<file path="src/rtl/uart_pkg.sv">
// ---------------------------------------------------------------------------
// uart_pkg -- definitions shared by the UART transmitter and receiver.
//
// Contents:
//   uart_state_t  frame FSM state encoding (IDLE/START/DATA/PARITY/STOP)
//   PAR_EVEN/ODD  parity-type constants as seen on the PAR_TYP input
//   parity_bit()  turns the XOR of the data bits into the on-wire parity bit
// ---------------------------------------------------------------------------
package uart_pkg;

  typedef enum logic [2:0] {
    ST_IDLE   = 3'd0,
    ST_START  = 3'd1,
    ST_DATA   = 3'd2,
    ST_PARITY = 3'd3,
    ST_STOP   = 3'd4
  } uart_state_t;

  localparam logic PAR_EVEN = 1'b0;
  localparam logic PAR_ODD  = 1'b1;

  // Even parity transmits the XOR of the data bits; odd parity transmits its
  // inverse so that data plus parity always contains an odd number of ones.
  function automatic logic parity_bit(input logic data_xor, input logic par_typ);
    return data_xor ^ (par_typ == PAR_ODD);
  endfunction

endpackage

</file>
<file path="src/rtl/uart_tx_serializer.sv">
// ---------------------------------------------------------------------------
// uart_tx_serializer -- data shift register and bit counter for uart_tx.
//
// Ports:
//   CLK      bit clock
//   RST      asynchronous active-low reset (clears data and counter)
//   load     latch p_data and restart the bit counter
//   shift    move the next data bit into bit_out (LSB first)
//   advance  count one transmitted data bit
//   p_data   parallel word to serialise
//   bit_out  data bit to drive next
//   last_bit the bit currently on the line is the final data bit
// ---------------------------------------------------------------------------
module uart_tx_serializer #(
  parameter int DATA_WIDTH = 8
) (
  input  logic                  CLK,
  input  logic                  RST,
  input  logic                  load,
  input  logic                  shift,
  input  logic                  advance,
  input  logic [DATA_WIDTH-1:0] p_data,
  output logic                  bit_out,
  output logic                  last_bit
);

  // A one-bit word still needs a one-bit counter.
  localparam int CNT_W = (DATA_WIDTH > 1) ? $clog2(DATA_WIDTH) : 1;

  logic [DATA_WIDTH-1:0] data_reg;
  logic [CNT_W-1:0]      cnt_reg;

  always_ff @(posedge CLK or negedge RST) begin
    if (!RST) begin
      data_reg <= '0;
      cnt_reg  <= '0;
    end else begin
      if (load) begin
        data_reg <= p_data;
      end else if (shift) begin
        data_reg <= data_reg >> 1;
      end

      // The counter tracks which data bit is on the line and returns to
      // zero as the last one leaves, ready for the next frame.
      if (load) begin
        cnt_reg <= '0;
      end else if (advance) begin
        cnt_reg <= last_bit ? '0 : cnt_reg + CNT_W'(1);
      end
    end
  end

  // bit_out is sampled by the FSM on the same edge that shifts, so bit 0 is
  // presented when entering DATA and bit k+1 while bit k is on the line.
  assign bit_out  = data_reg[0];
  assign last_bit = (cnt_reg == CNT_W'(DATA_WIDTH - 1));

endmodule

</file>
<file path="src/rtl/uart_tx.sv">
// ---------------------------------------------------------------------------
// uart_tx -- UART transmitter, one serial bit per CLK cycle.
//
// Frame: START(0), DATA_WIDTH data bits LSB first, optional PARITY, STOP(1).
// A new word is accepted in IDLE or in STOP, so frames can run back to back.
//
// Ports:
//   CLK         bit clock
//   RST         asynchronous active-low reset
//   P_DATA      parallel word, latched when accepted
//   DATA_VALID  request; ignored while a frame is in START/DATA/PARITY
//   PAR_EN      insert parity bit        (only with UART_TX_PARITY_EN)
//   PAR_TYP     0 = even, 1 = odd parity (only with UART_TX_PARITY_EN)
//   TX_OUT      registered serial line, idle high
//   BUSY        registered, high from START through STOP
//
// Build option: define UART_TX_PARITY_EN to compile in the parity feature.
// ---------------------------------------------------------------------------
module uart_tx
  import uart_pkg::*;
#(
  parameter int DATA_WIDTH = 8
) (
  input  logic                  CLK,
  input  logic                  RST,
  input  logic [DATA_WIDTH-1:0] P_DATA,
  input  logic                  DATA_VALID,
`ifdef UART_TX_PARITY_EN
  input  logic                  PAR_EN,
  input  logic                  PAR_TYP,
`endif
  output logic                  TX_OUT,
  output logic                  BUSY
);

  uart_state_t state_reg, state_next;
  logic        tx_out_reg, tx_next;
  logic        busy_reg, busy_next;
  logic        load, shift, advance;
  logic        ser_bit, last_bit;

  uart_tx_serializer #(
    .DATA_WIDTH(DATA_WIDTH)
  ) u_serializer (
    .CLK     (CLK),
    .RST     (RST),
    .load    (load),
    .shift   (shift),
    .advance (advance),
    .p_data  (P_DATA),
    .bit_out (ser_bit),
    .last_bit(last_bit)
  );

`ifdef UART_TX_PARITY_EN
  // Parity is resolved at acceptance so later changes on P_DATA/PAR_TYP
  // cannot affect the frame in flight.
  logic par_en_reg;
  logic par_bit_reg;

  always_ff @(posedge CLK or negedge RST) begin
    if (!RST) begin
      par_en_reg  <= 1'b0;
      par_bit_reg <= 1'b0;
    end else if (load) begin
      par_en_reg  <= PAR_EN;
      par_bit_reg <= parity_bit(^P_DATA, PAR_TYP);
    end
  end
`endif

  // Next state, then outputs decoded from the next state so that TX_OUT and
  // BUSY can be registered without lagging the FSM by a cycle.
  always_comb begin
    state_next = state_reg;
    load       = 1'b0;
    tx_next    = 1'b1;
    busy_next  = 1'b1;

    case (state_reg)
      ST_IDLE: begin
        if (DATA_VALID) begin
          state_next = ST_START;
          load       = 1'b1;
        end
      end
      ST_START: state_next = ST_DATA;
      ST_DATA: begin
        if (last_bit) begin
`ifdef UART_TX_PARITY_EN
          state_next = par_en_reg ? ST_PARITY : ST_STOP;
`else
          state_next = ST_STOP;
`endif
        end
      end
`ifdef UART_TX_PARITY_EN
      ST_PARITY: state_next = ST_STOP;
`endif
      ST_STOP: begin
        if (DATA_VALID) begin
          state_next = ST_START;
          load       = 1'b1;
        end else begin
          state_next = ST_IDLE;
        end
      end
      default: state_next = ST_IDLE;
    endcase

    case (state_next)
      ST_IDLE:   busy_next = 1'b0;
      ST_START:  tx_next   = 1'b0;
      ST_DATA:   tx_next   = ser_bit;
`ifdef UART_TX_PARITY_EN
      ST_PARITY: tx_next   = par_bit_reg;
`endif
      default:   tx_next   = 1'b1;
    endcase
  end

  assign shift   = (state_next == ST_DATA);
  assign advance = (state_reg == ST_DATA);

  always_ff @(posedge CLK or negedge RST) begin
    if (!RST) begin
      state_reg  <= ST_IDLE;
      tx_out_reg <= 1'b1;
      busy_reg   <= 1'b0;
    end else begin
      state_reg  <= state_next;
      tx_out_reg <= tx_next;
      busy_reg   <= busy_next;
    end
  end

  assign TX_OUT = tx_out_reg;
  assign BUSY   = busy_reg;

endmodule

</file>
<file path="config.mk">
export PLATFORM = sky130hd
export DESIGN_NAME = uart_tx
export DESIGN_NICKNAME = d
export VERILOG_FILES = /design/src/rtl/uart_pkg.sv /design/src/rtl/uart_tx_serializer.sv /design/src/rtl/uart_tx.sv
export SDC_FILE = /design/constraint.sdc
export NUM_CORES = 1
export LEC_CHECK = 0
export CORE_MARGIN = 1.5
export CORE_UTILIZATION = 53
export CTS_BUF_LIST = sky130_fd_sc_hd__clkbuf_16
export DETAILED_ROUTE_END_ITERATION = 12
export PLACE_DENSITY_LB_ADDON = 0.1
export SLEW_MARGIN = 40
export SYNTH_ARGS = -nofsm -noshare
export SYNTH_HDL_FRONTEND = slang
export SYNTH_SLANG_ARGS = --single-unit
</file>
<file path="constraint.sdc">
create_clock -name CLK -period 3 [get_ports CLK]
set_input_delay 0.6 -clock CLK [delete_from_list [all_inputs] [get_ports CLK]]
set_output_delay 0.6 -clock CLK [all_outputs]
set_load 0.02 [all_outputs]
</file>
=== Word level (Yosys, flattened, before mapping) ===
Index checks and enable logic that the tools add are counted.

* Bits in registers: 16
* Input port bits: 11
* Output and inout port bits: 2
* Logic and storage cells: 30

* $add $sub $neg: 1
* Equality and inequality tests: 6
* Multiplexer cells: 13
* Reduce and logical (&&, ||, !) cells: 5

{| class="wikitable"
|+ Operator list
! operator !! number
|-
| $mux 8 || 2
|-
| $mux 3 || 5
|-
| $pmux 3 s4 || 1
|-
| $eq 3x1->1 const B || 2
|-
| $eq 3x2->1 const B || 2
|-
| $eq 3x3->1 const B || 2
|-
| $logic_not 3->1 || 2
|-
| $mux 1 || 4
|-
| $reduce_bool 2->1 || 2
|-
| $add 3x1->3 const B || 1
|-
| $pmux 1 s2 || 1
|-
| $reduce_or 2->1 || 1
|}

=== Longest topological paths before layout ===
* Depth in word-level cells: 6
* Gate-level depth with buffers: 7
* Depth with buffers taken out: 5

=== Hierarchy ===
A second synthesis with hierarchy kept.

* Cell total of the unflattened synthesis: 64
* Area total of the unflattened synthesis: 726.9 um^2

{| class="wikitable"
|+ Modules (own cells, without submodules)
! module !! instances !! cells each !! area an instance (um^2) !! sequential area each (um^2)
|-
| uart_tx_serializer || 1 || 47 || 515.5 || 275.3
|-
| uart_tx || 1 || 17 || 211.5 || 126.4
|}

=== Least setup slack after synthesis ===
OpenSTA, ideal clock, no wires.

* Path kind: flip-flop to flip-flop
* Start point: register u_serializer.cnt_reg[0]
* End point: register u_serializer.data_reg[0]
* Library setup time: 0.079 ns
* Data arrival time: 1.750 ns
* Setup slack: 1.171 ns
* Cell stages (with the launch flop): 7
* Period minus slack after synthesis: 1.829 ns
* Cell sequence: dfrtp_1 -> ha_1 -> ha_1 -> nor4b_2 -> or3_1 -> buf_6 -> mux2i_1

* Cells in the longest elaborated chain, start to end: 5

{| class="wikitable"
|+ Ends and longest elaborated chain
! element !! line !! text
|-
| from (decl) || uart_tx_serializer.sv:31 || <nowiki>logic [CNT_W-1:0] cnt_reg;</nowiki>
|-
| from (signal assigned) || uart_tx_serializer.sv:49 || <nowiki>cnt_reg <= last_bit ? '0 : cnt_reg + CNT_W'(1);</nowiki>
|-
| $eq 3x3->1 || uart_tx_serializer.sv:57 || <nowiki>assign last_bit = (cnt_reg == CNT_W'(DATA_WIDTH - 1));</nowiki>
|-
| $mux 3 || uart_tx.sv:89 || <nowiki>if (last_bit) begin</nowiki>
|-
| $pmux 3 s4 || uart_tx.sv:80 || <nowiki>case (state_reg)</nowiki>
|-
| $eq 3x2->1 || uart_tx.sv:122 || <nowiki>assign shift = (state_next == ST_DATA);</nowiki>
|-
| $reduce_bool 2->1 (no line) || - ||
|-
| to (signal assigned) || uart_tx_serializer.sv:39 || <nowiki>data_reg <= p_data;</nowiki>
|-
| to (signal assigned) || uart_tx_serializer.sv:41 || <nowiki>data_reg <= data_reg >> 1;</nowiki>
|-
| to (decl) || uart_tx_serializer.sv:30 || <nowiki>logic [DATA_WIDTH-1:0] data_reg;</nowiki>
|}

No other way between the ends.
A chain may end at the register's enable or synchronous reset.

=== Worst setup path in the final report ===
* Start point: input port DATA_VALID
* End point: register u_serializer.data_reg[0]

* Cells in the longest elaborated chain, start to end: 4
* Elaborated cells on any way between the ends: 8
* Classes of those cells: 1 x eq/ne; 6 x mux; 1 x reduce/logical

{| class="wikitable"
|+ Ends and longest elaborated chain
! element !! line !! text
|-
| from (decl) || uart_tx.sv:27 || <nowiki>input logic DATA_VALID,</nowiki>
|-
| $mux 1 / $mux 3 (equally long branches) || uart_tx.sv:82, uart_tx.sv:101 ||
|-
| $pmux 3 s4 || uart_tx.sv:80 ||
|-
| $eq 3x2->1 || uart_tx.sv:122 ||
|-
| $reduce_bool 2->1 (no line) || - ||
|}

Several ways; a longest one is shown, not always the timed one.

==> impl_metrics.ini <==
[sta]
slew_headroom_pct = 54.4
worstMarginPinSlew_ns = 0.682
tns_ns = 0
report.final.slew_viol_count = 0
fin_ws_ns = 0.880
finalClockSkew_ns = 0.00495
fin_crit_sh_pct = 70.7
min_period_ns = 2.12
rsz0062_at_grt = no
setup_violations = 0
hold_viol = 0
fmax_mhz = 472

[logic_synthesis]
ys_seq_area_share_pct = 52.3
synthCells = 70
syn-num-nets = 83
avgSynthCellArea_um2 = 11.0
synth_seq_cells = 16
ys_warn_count = 0
syn_area_um2 = 768
ys_types = 23

[placed_design]
dp_hpwl_um = 897
portBuffers = 12
place_ws_ns = 0.656
finalWeightedCongestion = 0.789

[grt]
antenna_found_initial = 0
grt_pass1_vias = 480
grt_pass1_wl_um = 2260
grt.total_usage_pct = 21.8
grt_max_degree = 18
overflow = 0

[setup_path]
r2r_start = u_serializer.cnt_reg[0]
path_class = primary input to flip-flop
cp.arrival_ns = 2.29
crit_fanout = 17
start_kind = primary input
worst_setup_path_end_kind = flip-flop
r2r_end = u_serializer.data_reg[0]
ff2ff_setup_slack_ns = 1.14
reg2regPathDepth = 6
worstPathRequired_ns = 3.17

[hold_path]
hold_start = u_serializer.data_reg[0]
whs_path_depth = 2
hold_class = flip-flop to flip-flop
hold_path_end = TX_OUT

[layout]
drive_gt1_share_pct = 10.8
final_common_cell = dfrtp_1
diodes = 0
syn2layout_area_growth_pct = 23.9
multiInputGateArea_um2 = 315
nFillCells = 108
largest_reg_flops = 8
nNetsFinal = 97
seqCellArea_um2 = 402
final_cell_mix = 15 x dfrtp_1, 13 x nand2_1, 12 x clkdlybuf4s50_1

[route]
drc = 0
routedWlPerCell_um = 13.9
drt_iter0_markers = 6
antenna_left = 0
dr.pass1.iters = 4
viasPerCell = 5.79
vias = 567
routed_wl_um = 1370

[cts]
clk_latency_ns = 0.25
cts_buffers = 3
cts_tree = yes
clk_path_buf_depth = 2
ctsHoldBuffers = 0
cts_root_buf = clkbuf_16
h-tree-depth = 1
clock_sinks = 16
cts-resized-gates = 0
clk_pin_slew_ns = 0.05
postCtsSetupBuffers = 0

[power_and_ir_drop]
power.leakage_nw = 0.428
power_density_mw_per_mm2 = 1090
total_power_w = 0.00104
ir_worst_vdd_mv = 0.602

[floorplan]
fp.coreArea_mm2 = 0.00133
die_area_mm2 = 0.00169
start_util_pct = 57.6
fp.dieW_um = 41.1
ios = 13
fp.dieH_um = 41.1
row_count = 13

[flow_run]
cap_violations = 0

[status]
outcome = completed
[report_power, final]
part	switching, W	total [W]	internal, W	leakage, nW
logic	0.000196	0.000388	0.000192	0.197
registers	0.0000715	0.000393	0.000321	0.192
clock network	0.0000825	0.000259	0.000177	0.0385
total	0.000350	0.00104	0.000689	0.428
[worst max-delay path by stage]
stage	cells past startpoint	from	endpoint	slack, ns
global placement	5	DATA_VALID	u_serializer.data_reg[0]	0.69
finish	5	DATA_VALID	u_serializer.data_reg[0]	0.88
floorplan	6	u_serializer.cnt_reg[0]	u_serializer.data_reg[0]	1.17
global route	5	DATA_VALID	u_serializer.data_reg[0]	0.78
detailed placement	5	DATA_VALID	u_serializer.data_reg[0]	0.66
CTS	5	DATA_VALID	u_serializer.data_reg[0]	0.90
[through the flow]
stage	area (µm²)	util, %	hold slack [ns]	instances
6_report	952	71.4	0.492	98
5_1_grt	952	71.4	0.553	98
4_1_cts	952	71.4	0.496	98
3_5_place_dp	873	65.5	0.483	94
3_3_place_gp	873	65.5	0.486	94
2_1_floorplan	768	-	0.304	70
[kinds of logic (layout without fill, tap and decap cells)]
logic type	count (synthesis)	count (layout)	synth area share [%]
buffers and inverters	6	19	6.68
muxes	2	2	2.61
xor gates and xnor gates	1	1	1.14
AOI/OAI and AO/OA	16	16	14.7
DFF	16	16	52.3
adders and majority gates	2	2	3.26
and+or+nand+nor	27	27	19.4
[worst max-delay path: stages]
cell,delay (ns)
clkdlybuf4s50_1,0.47
or3b_1,0.51
inv_4,0.21
or3_1,0.29
mux2i_1,0.21
[per-layer routing]
metal  global-route usage [%]  up-vias  part of all wire [%]
li1                         -      282                     -
met1                     31.3      266                    50
met2                     27.0       15                    42
met3                     8.15        4                   6.3
met4                     12.5        0                   1.8
met5                        0        -                     0
[cell usage after synthesis]
cell / number / share of area (%)
o21bai_1: 1 / 0.98
and3_1: 1 / 0.81
nor4_1: 6 / 4.9
mux2i_1: 2 / 2.6
inv_4: 1 / 0.81
a22o_1: 6 / 6.8
buf_4: 1 / 0.98
dfstp_2: 1 / 3.4
nand2_1: 13 / 6.4
buf_6: 3 / 4.4
or2_2: 1 / 0.81
or3_1: 1 / 0.81
nor4b_2: 1 / 2.0
xnor2_1: 1 / 1.1
dfrtp_1: 15 / 49
or3b_1: 1 / 1.1
a31oi_1: 6 / 4.9
inv_1: 1 / 0.49
ha_1: 2 / 3.3
nor3b_2: 1 / 1.6
a21oi_1: 1 / 0.65
nor2_1: 2 / 0.98
o21ai_0: 2 / 1.3
[cell type report]
class	instances	share of cell area, %
flip-flops and latches	16	42.2
multi-input cells	48	33.1
repair buffers	13	13.4
clock buffers	3	7.88
well taps	15	1.97
inverters	2	1.05
clock inverters	1	0.394
(Power assumes the default switching activity.)
